==> src/rtl/corr_ctrl_pkg.sv <==
// Shared types and helpers for the correlator stage controller.
package corr_ctrl_pkg;

    // State encodings, kept separate so they can be referenced by name.
    localparam logic [2:0] ENC_IDLE  = 3'd0;
    localparam logic [2:0] ENC_CLEAR = 3'd1;
    localparam logic [2:0] ENC_FILL  = 3'd2;
    localparam logic [2:0] ENC_INTEG = 3'd3;
    localparam logic [2:0] ENC_DUMP  = 3'd4;

    typedef enum logic [2:0] {
        ST_IDLE  = ENC_IDLE,
        ST_CLEAR = ENC_CLEAR,
        ST_FILL  = ENC_FILL,
        ST_INTEG = ENC_INTEG,
        ST_DUMP  = ENC_DUMP
    } state_t;

    // Smallest w with 2**w >= value.
    function automatic int clog2(input int value);
        int w;
        w = 0;
        while ((1 << w) < value) begin
            w = w + 1;
        end
        return w;
    endfunction

    // Fill counter must hold 0..depth; never narrower than one bit.
    function automatic int fill_width(input int depth);
        return (clog2(depth + 1) < 1) ? 1 : clog2(depth + 1);
    endfunction

endpackage

==> src/rtl/corr_sample_counter.sv <==
// Sample counter with enable, synchronous zero and a terminal flag that
// fires when the next enabled increment would reach the loaded limit.
module corr_sample_counter
    import corr_ctrl_pkg::*;
#(
    parameter int W = 8
) (
    input  logic         clk,
    input  logic         rst_n,
    input  logic         clr,
    input  logic         en,
    input  logic [W-1:0] limit,
    output logic         last
);

    logic [W-1:0] count_reg;
    logic [W:0]   count_inc;

    // One extra bit so the compare is exact even for limit = 2**W-1.
    assign count_inc = {1'b0, count_reg} + {{W{1'b0}}, 1'b1};
    assign last      = (count_inc == {1'b0, limit});

    // Count accepted samples; a clear takes priority over an increment.
    always_ff @(posedge clk or negedge rst_n) begin
        if (!rst_n) begin
            count_reg <= '0;
        end else if (clr) begin
            count_reg <= '0;
        end else if (en) begin
            count_reg <= count_inc[W-1:0];
        end
    end

endmodule

==> src/rtl/corr_stage_ctrl.sv <==
// Sequencing controller for one correlator stage: clear, prime the delay
// lines, integrate a programmed number of samples, then hold the result
// until the readout side takes it.
module corr_stage_ctrl
    import corr_ctrl_pkg::*;
#(
    parameter int DEPTH = 16,
    parameter int CNT_W = 16
) (
    input  logic             clk,
    input  logic             rst_n,
    input  logic             start,
    input  logic             abort,
    input  logic [CNT_W-1:0] int_len,
    input  logic             in_valid,
    output logic             in_ready,
    output logic             dl_clr,
    output logic             dl_stall,
    output logic             acc_clr,
    output logic             acc_en,
    output logic             dump_valid,
    input  logic             dump_ready,
    output logic             busy,
    output logic             done
);

    localparam int                FILL_W     = fill_width(DEPTH);
    localparam logic [FILL_W-1:0] FILL_LIMIT = FILL_W'(DEPTH);

    state_t           state_reg;
    state_t           state_next;
    logic [CNT_W-1:0] len_reg;
    logic             dl_clr_reg;
    logic             acc_clr_reg;
    logic             dump_valid_reg;
    logic             busy_reg;
    logic             done_reg;

    logic abort_hit;
    logic accept;
    logic fill_en;
    logic fill_clr;
    logic fill_last;
    logic integ_clr;
    logic integ_last;
    logic dump_fire;

    // Abort only means something once a run is in progress.
    assign abort_hit = abort && (state_reg != ST_IDLE);

    // Combinational handshake: accept in FILL/INTEG unless aborting.
    // The delay lines advance exactly on an accepted sample, and the
    // accumulators only during INTEG, so acc_en implies !dl_stall.
    assign in_ready = ((state_reg == ST_FILL) || (state_reg == ST_INTEG)) && !abort_hit;
    assign accept   = in_ready && in_valid;
    assign dl_stall = !accept;
    assign acc_en   = accept && (state_reg == ST_INTEG);

    // A handshake that coincides with abort does not count as a dump.
    assign dump_fire = (state_reg == ST_DUMP) && dump_ready && !abort;

    // Counters are zeroed on entry (CLEAR), on abort and at their terminal
    // acceptance, so they can never wrap.
    assign fill_en   = accept && (state_reg == ST_FILL);
    assign fill_clr  = abort_hit || (state_reg == ST_CLEAR) || (fill_en && fill_last);
    assign integ_clr = abort_hit || (state_reg == ST_CLEAR) || (acc_en && integ_last);

    corr_sample_counter #(.W(FILL_W)) u_fill_cnt (
        .clk   (clk),
        .rst_n (rst_n),
        .clr   (fill_clr),
        .en    (fill_en),
        .limit (FILL_LIMIT),
        .last  (fill_last)
    );

    corr_sample_counter #(.W(CNT_W)) u_integ_cnt (
        .clk   (clk),
        .rst_n (rst_n),
        .clr   (integ_clr),
        .en    (acc_en),
        .limit (len_reg),
        .last  (integ_last)
    );

    // Next-state decode; abort overrides every other transition.
    always_comb begin
        state_next = state_reg;
        case (state_reg)
            ST_IDLE:  if (start && (int_len != '0)) state_next = ST_CLEAR;
            ST_CLEAR: state_next = (DEPTH == 0) ? ST_INTEG : ST_FILL;
            ST_FILL:  if (fill_en && fill_last) state_next = ST_INTEG;
            ST_INTEG: if (acc_en && integ_last) state_next = ST_DUMP;
            ST_DUMP:  if (dump_ready) state_next = ST_IDLE;
            default:  state_next = ST_IDLE;
        endcase
        if (abort_hit) begin
            state_next = ST_IDLE;
        end
    end

    // State register and registered outputs, decoded from the next state.
    always_ff @(posedge clk or negedge rst_n) begin
        if (!rst_n) begin
            state_reg      <= ST_IDLE;
            dl_clr_reg     <= 1'b0;
            acc_clr_reg    <= 1'b0;
            dump_valid_reg <= 1'b0;
            busy_reg       <= 1'b0;
            done_reg       <= 1'b0;
        end else begin
            state_reg      <= state_next;
            dl_clr_reg     <= (state_next == ST_CLEAR) || abort_hit;
            acc_clr_reg    <= (state_next == ST_CLEAR) || abort_hit;
            dump_valid_reg <= (state_next == ST_DUMP);
            busy_reg       <= (state_next != ST_IDLE);
            done_reg       <= dump_fire;
        end
    end

    // Integration length is captured only on an accepted start.
    always_ff @(posedge clk or negedge rst_n) begin
        if (!rst_n) begin
            len_reg <= '0;
        end else if ((state_reg == ST_IDLE) && start && (int_len != '0)) begin
            len_reg <= int_len;
        end
    end

    assign dl_clr     = dl_clr_reg;
    assign acc_clr    = acc_clr_reg;
    assign dump_valid = dump_valid_reg;
    assign busy       = busy_reg;
    assign done       = done_reg;

endmodule

==> config.mk <==
export PLATFORM = sky130hd
export DESIGN_NAME = corr_stage_ctrl
export DESIGN_NICKNAME = d
export VERILOG_FILES = /design/src/rtl/corr_ctrl_pkg.sv /design/src/rtl/corr_sample_counter.sv /design/src/rtl/corr_stage_ctrl.sv
export SDC_FILE = /design/constraint.sdc
export NUM_CORES = 1
export LEC_CHECK = 0
export ABC_AREA = 1
export CORE_MARGIN = 3
export CORE_UTILIZATION = 57
export DETAILED_ROUTE_END_ITERATION = 8
export MAX_ROUTING_LAYER = met4
export PLACE_DENSITY = 0.84
export SYNTH_ARGS = -nofsm -noshare
export SYNTH_HDL_FRONTEND = slang
export SYNTH_SLANG_ARGS = --single-unit
==> constraint.sdc <==
create_clock -name clk -period 2.9 [get_ports clk]
set_clock_uncertainty 0.15 [all_clocks]
set_input_delay 0.87 -clock clk [delete_from_list [all_inputs] [get_ports clk]]
set_output_delay 0.87 -clock clk [all_outputs]
set_load 0.01 [all_outputs]
# After elaboration in Yosys (flattened, before gate mapping)
# Index checks and enable logic that the tools add are counted.
[totals] ff_bits=44 out_inout_bits=8 elab_cells=54
[classes] n_addsub=2 eq_ne=8 mux=10 reduce_logical=26
[op_table] operator="$mux 16" count=2
[op_table] operator="$add 16x1->17 const B" count=1
[op_table] operator="$eq 17x16->1" count=1
[op_table] operator="$reduce_bool 16->1" count=1
[op_table] operator="$mux 3" count=5
[op_table] operator="$pmux 3 s5" count=1
[op_table] operator="$logic_and 1x1->1" count=12
[op_table] operator="$mux 5" count=2
[op_table] operator="$add 5x1->6 const B" count=1
[op_table] operator="$eq 3x1->1 const B" count=2
[op_table] operator="$eq 3x2->1 const B" count=2
[op_table] operator="$eq 3x3->1 const B" count=2
[op_table] operator="$eq 6x5->1 const B" count=1
[op_table] operator="$reduce_bool 3->1" count=2
[op_table] operator="$logic_or 1x1->1" count=5
[op_table] operator="$reduce_bool 2->1" count=2
[op_table] operator="$logic_not 1->1" count=3
[op_table] operator="$logic_not 3->1" count=1

# Depth between registers and ports, before layout
[depth] word_depth=12 mapped_depth=16 ltp_nobuf=16

# By module
# From an unflattened synthesis, not the netlist that was laid out.
[hier_totals] cells_unflattened=395 hier_area_um2=2830.2
[modules_own_cells] mod="corr_sample_counter (u_integ_cnt)" instances=1 cells_each=204 area_per_inst_um2=1347.5
[modules_own_cells] mod="corr_stage_ctrl" instances=1 cells_each=132 area_per_inst_um2=1111.1
[modules_own_cells] mod="corr_sample_counter (u_fill_cnt)" instances=1 cells_each=59 area_per_inst_um2=371.6

# Least setup slack after synthesis
# No wires, ideal clock.
[synth_path] kind="input to output" startpoint="in abort" endpoint="out acc_en" arrival_ps=1821 t_required_ps=1880 slack_ps=59 cell_stages=4 path_buffers=1 path_cell_list="nor3_2 nand2_1 nor2_2 clkbuf_1"
[synth_via] elab_chain_cells=5
[synth_rtl] item="from (decl)" line="corr_stage_ctrl.sv:13" rtl="input logic abort,"
[synth_rtl] item="$logic_and 1x1->1" line="corr_stage_ctrl.sv:49" rtl="assign abort_hit = abort && (state_reg != ST_IDLE);"
[synth_rtl] item="$logic_not 1->1" line="corr_stage_ctrl.sv:54" rtl="assign in_ready = ((state_reg == ST_FILL) || (state_reg == ST_INTEG)) && !abort_hit;"
[synth_rtl] item="$logic_and 1x1->1" line="corr_stage_ctrl.sv:54"
[synth_rtl] item="$logic_and 1x1->1" line="corr_stage_ctrl.sv:55" rtl="assign accept = in_ready && in_valid;"
[synth_rtl] item="$logic_and 1x1->1" line="corr_stage_ctrl.sv:57" rtl="assign acc_en = accept && (state_reg == ST_INTEG);"
[synth_rtl] item="to (decl)" line="corr_stage_ctrl.sv:20" rtl="output logic acc_en,"
# No other way between the ends.

# Worst setup path in the final report
[layout_path] startpoint="in in_valid" endpoint="out dl_stall"
[layout_via] elab_chain_cells=2
[layout_rtl] item="from (decl)" line="corr_stage_ctrl.sv:15" rtl="input logic in_valid,"
[layout_rtl] item="$logic_and 1x1->1" line="corr_stage_ctrl.sv:55"
[layout_rtl] item="$logic_not 1->1" line="corr_stage_ctrl.sv:56" rtl="assign dl_stall = !accept;"
[layout_rtl] item="to (decl)" line="corr_stage_ctrl.sv:18" rtl="output logic dl_stall,"
# No other way between the ends.

==> results summary <==
The flow ran to the end, and the final reports show no timing, DRC or antenna violations. In this run the clock root is driven by a sky130_fd_sc_hd__clkbuf_8. The total area of multi-input combinational cells came out at 0.00142 mm^2. The count of boundary I/O pins is 30.

The biggest area contributor in the post-synthesis netlist is sky130_fd_sc_hd__dfrtp_1. The kind of path behind the tightest hold check is reg -> reg. The width of the die came out at about 76 um.

The count of hold-fix buffers inserted at cts came out at 0. The final count of negative-setup-slack endpoints is 0. The global-route wire length before repair came out at approximately 11 mm.

For this design, the slowest cell found on the critical path is sky130_fd_sc_hd__clkdlybuf4s50_1. Clock latency on the worst-skew pair, taken at its later pin, is between 0.2 and 0.3 ns. The TritonCTS buffer count is 5. The total negative slack for setup checks is 0 ns. The hold violation count in the final report came out at 0. The via count of the routed design is between 2k and 3k.

The post-synthesis net count is around 410. For this design the total switching power over the nets is roughly 0.8 mW. Data on the critical path is required at its endpoint by about 1.9 ns. In this design, the stage delay of the slowest critical-path cell is between 0.4 and 0.5 ns. STA classifies the critical path endpoint as an output pin. The summed instance area of the synthesized netlist is 0.00276 mm^2.

The power per cell area is roughly 630 mW/mm^2. The proportion of layout cells with a drive suffix above 1 is 11.7%. The y dimension of the die came out at between 70 and 80 um. Yosys printed 0 warnings.

In this run the tool buffered the top-level ports with 29 buffer cells. In this run the tightest slew margin relative to its limit is between 60% and 70%. Entering global routing, the biggest net connects 25 pins. The number of global-route vias before repair was 2,531.

Clock-pin slew was measured on the worst setup and hold paths at 0.08 ns. The part of the Yosys area used for sequential elements came out at between 30% and 40%. The total routed wirelength is 6.64 mm. The share of the core filled with cells in the final layout is approximately 72%. The routed length per placed instance is 13.9 um.

The number of max-slew violations in the final report came out at 0. Ranked by total cell area, the synthesized netlist is headed by sky130_fd_sc_hd__dfrtp_1, sky130_fd_sc_hd__nand2_1, sky130_fd_sc_hd__nand3_1, sky130_fd_sc_hd__inv_1, sky130_fd_sc_hd__nor2_1. Before antenna repair, the detailed router went through 5 iterations. The share of total power dissipated in sequential elements is a little over two fifths.

The antenna diode count is 0. The number of library cell types mapped by synthesis is 30. Setup repair after global routing left no endpoint under its margin. The cell leakage power came out at about 1.5 nW. The cell-internal power is ~1.3 mW.

The largest buffer count on any clock path came out at 2. TritonCTS built the clock tree. The switching part of the total is about two fifths. The net count reported at finish is between 400 and 500. The detail route stage leaves a number of antenna-violating nets equal to 0. At the end of routability-driven placement, the weighted congestion stood at around 0.94. The number of design-rule violations left by the first detailed-router iteration is 172. The final clock period utilization by the worst path came out at 97.9%. The top achievable clock speed came out at 352 MHz.

Traced cell by cell, the critical path runs through clkdlybuf4s50_1 > nand2_1 > buf_4 > dlygate4sd2_1. The highest ir drop seen on vdd came out at around 0.51 mV. The top cell type by area accounts for ~40% of the synthesized area. The share of total power dissipated in combinational logic is between 30% and 40%.

In the post-synthesis netlist, the cell with the most instances is sky130_fd_sc_hd__nand2_1. The area growth from synthesis to layout is 18.0%. The global-route congestion overflow total is 0. The initial antenna violation count came out at 0. The core footprint is roughly 0.0045 mm^2. For this design, the sink count on the clock tree is 44. After synthesis, the share of flip-flops with an asynchronous set or reset is 100%. Per report_power, the clock group accounts for between 20% and 30% of the total.

The synthesized flop and latch total is 44. The maximum level of the CTS H-tree is 2. In the synthesized netlist, the cells that appear most often are sky130_fd_sc_hd__nand2_1, sky130_fd_sc_hd__inv_1, sky130_fd_sc_hd__dfrtp_1, sky130_fd_sc_hd__nand3_1, sky130_fd_sc_hd__nor2_1.

The mean post-synth cell area came out at 7.13 um^2. The number of enable flip-flop cells after synthesis came out at 0. STA puts the critical path data arrival time at 1.82 ns. In the routed layout, each cell is associated on average with a via count of about 5.5. Max-cap violations in this run came to 0. At the pin with the least slew margin, the transition time is roughly 0.53 ns. STA classifies the critical path startpoint as an input pin. The placement row count came out at 24. The setup path with the least slack is of type in -> out. The shortest period the worst path allows is 2.84 ns. Among all flip-flop cells after synthesis, the most frequent one is sky130_fd_sc_hd__dfrtp_1. Registers take around 0.0011 mm^2. For this configuration, the core starts out at a cell density of ~61%. The maximum fanout encountered on the critical timing path came out at 2. The sum of net half-perimeters after detailed placement is between 5 and 6 mm. The filler cells instantiated in the layout total around 380.

The die covers around 0.0057 mm^2. The post-synthesis instance total is between 300 and 400. The global-route usage over all layers came out at roughly a quarter. The number of DRC violations after detailed routing came out at 0.
what timing repair did:
item                       4_1_cts  5_1_grt
resized for setup                4        1
setup endpoints to repair        3        1
pin swaps                        2        0
setup buffers                    1        0
gates cloned                     0        0
stage by stage:
stage | std cells | hold WS [ns] | worst slack, ns | instance area (um^2) | power [mW]
floorplan | 387 | 0.305 | 0.0592 | 2760 | 1.40
global placement | 471 | 0.322 | -0.473 | 3160 | 1.62
detailed placement | 471 | 0.336 | -0.494 | 3160 | 1.65
CTS | 479 | 0.356 | 0.0253 | 3250 | 2.06
global route | 479 | 0.395 | 0.0127 | 3260 | 2.21
finish | 479 | 0.356 | 0.0595 | 3260 | 2.06
placed cells by master (no fill, tap or decap), types with 2 or more instances in the layout:
cell type	count
sky130_fd_sc_hd__clkbuf_8	7
sky130_fd_sc_hd__a21oi_1	16
sky130_fd_sc_hd__inv_2	3
sky130_fd_sc_hd__nand2_2	5
sky130_fd_sc_hd__nor2_1	26
sky130_fd_sc_hd__ha_1	3
sky130_fd_sc_hd__nor4_1	5
sky130_fd_sc_hd__inv_1	46
sky130_fd_sc_hd__dlygate4sd2_1	3
sky130_fd_sc_hd__xor2_1	4
sky130_fd_sc_hd__nor3_1	2
sky130_fd_sc_hd__nand4_1	9
sky130_fd_sc_hd__a21oi_2	4
sky130_fd_sc_hd__xnor2_1	4
sky130_fd_sc_hd__nor2_2	9
sky130_fd_sc_hd__dfrtp_1	44
sky130_fd_sc_hd__nor2_4	4
sky130_fd_sc_hd__o21ai_0	11
sky130_fd_sc_hd__nand2_1	130
sky130_fd_sc_hd__nand3b_1	4
sky130_fd_sc_hd__nand3_1	42
sky130_fd_sc_hd__buf_4	11
sky130_fd_sc_hd__clkdlybuf4s50_1	24
final cells by class:
type                       instances  share of cell area [%]
timing repair buffer              41                    11.8
inverter                          50                    5.80
clock buffer                       7                    2.96
multi-input combinational        285                    43.6
tap                               52                    2.00
sequential                        44                    33.8
layer usage:
| layer | share of wire, % | track usage [%] | vias up | wire length, um |
|---|---|---|---|---|
| met5 | 0 | - | - | 0 |
| met2 | 48 | 43.6 | 89 | 3200 |
| met4 | 1.6 | 8.54 | 0 | 107 |
| met1 | 43 | 33.6 | 1196 | 2870 |
| met3 | 7.0 | 4.75 | 11 | 463 |
| li1 | - | - | 1318 | - |
power groups by stage:
| stage | combinational, mW | sequential, mW | clock [mW] |
|---|---|---|---|
| 6_report | 0.781 | 0.869 | 0.413 |
| 5_1_grt | 0.869 | 0.890 | 0.447 |
| 4_1_cts | 0.778 | 0.868 | 0.418 |
| 3_5_place_dp | 0.771 | 0.877 | 0 |
| 3_3_place_gp | 0.745 | 0.872 | 0 |
| 2_1_floorplan | 0.543 | 0.852 | 0 |
worst max-delay path: cells and delay by family:
family / cells / cell delay [ns]
buf+inv: 3 / 0.87
simple gates: 1 / 0.08
kinds of logic (layout without fill, tap and decap cells):
group           Yosys count  after routing  synth area share, %
simple gates            239            239                 39.6
compound gates           34             34                 7.12
fa+ha+maj                 3              3                 1.36
buf+inv                  58             98                 8.62
flops                    44             44                 39.9
xor+xnor                  9              9                 3.36
path summary, 6_finish.rpt:
path,startpoint,endpoint,slack [ns],depth (start not counted)
max in group asynchronous,rst_n,len_reg[10],1.70,2
min reg2reg,len_reg[2],len_reg[2],0.36,2
min in group asynchronous,rst_n,u_integ_cnt.count_reg[5],0.39,1
min,len_reg[2],len_reg[2],0.36,2
max,in_valid,dl_stall,0.06,4
max reg2reg,u_integ_cnt.count_reg[0],u_integ_cnt.count_reg[10],0.46,14
(Power assumes the default switching activity.)
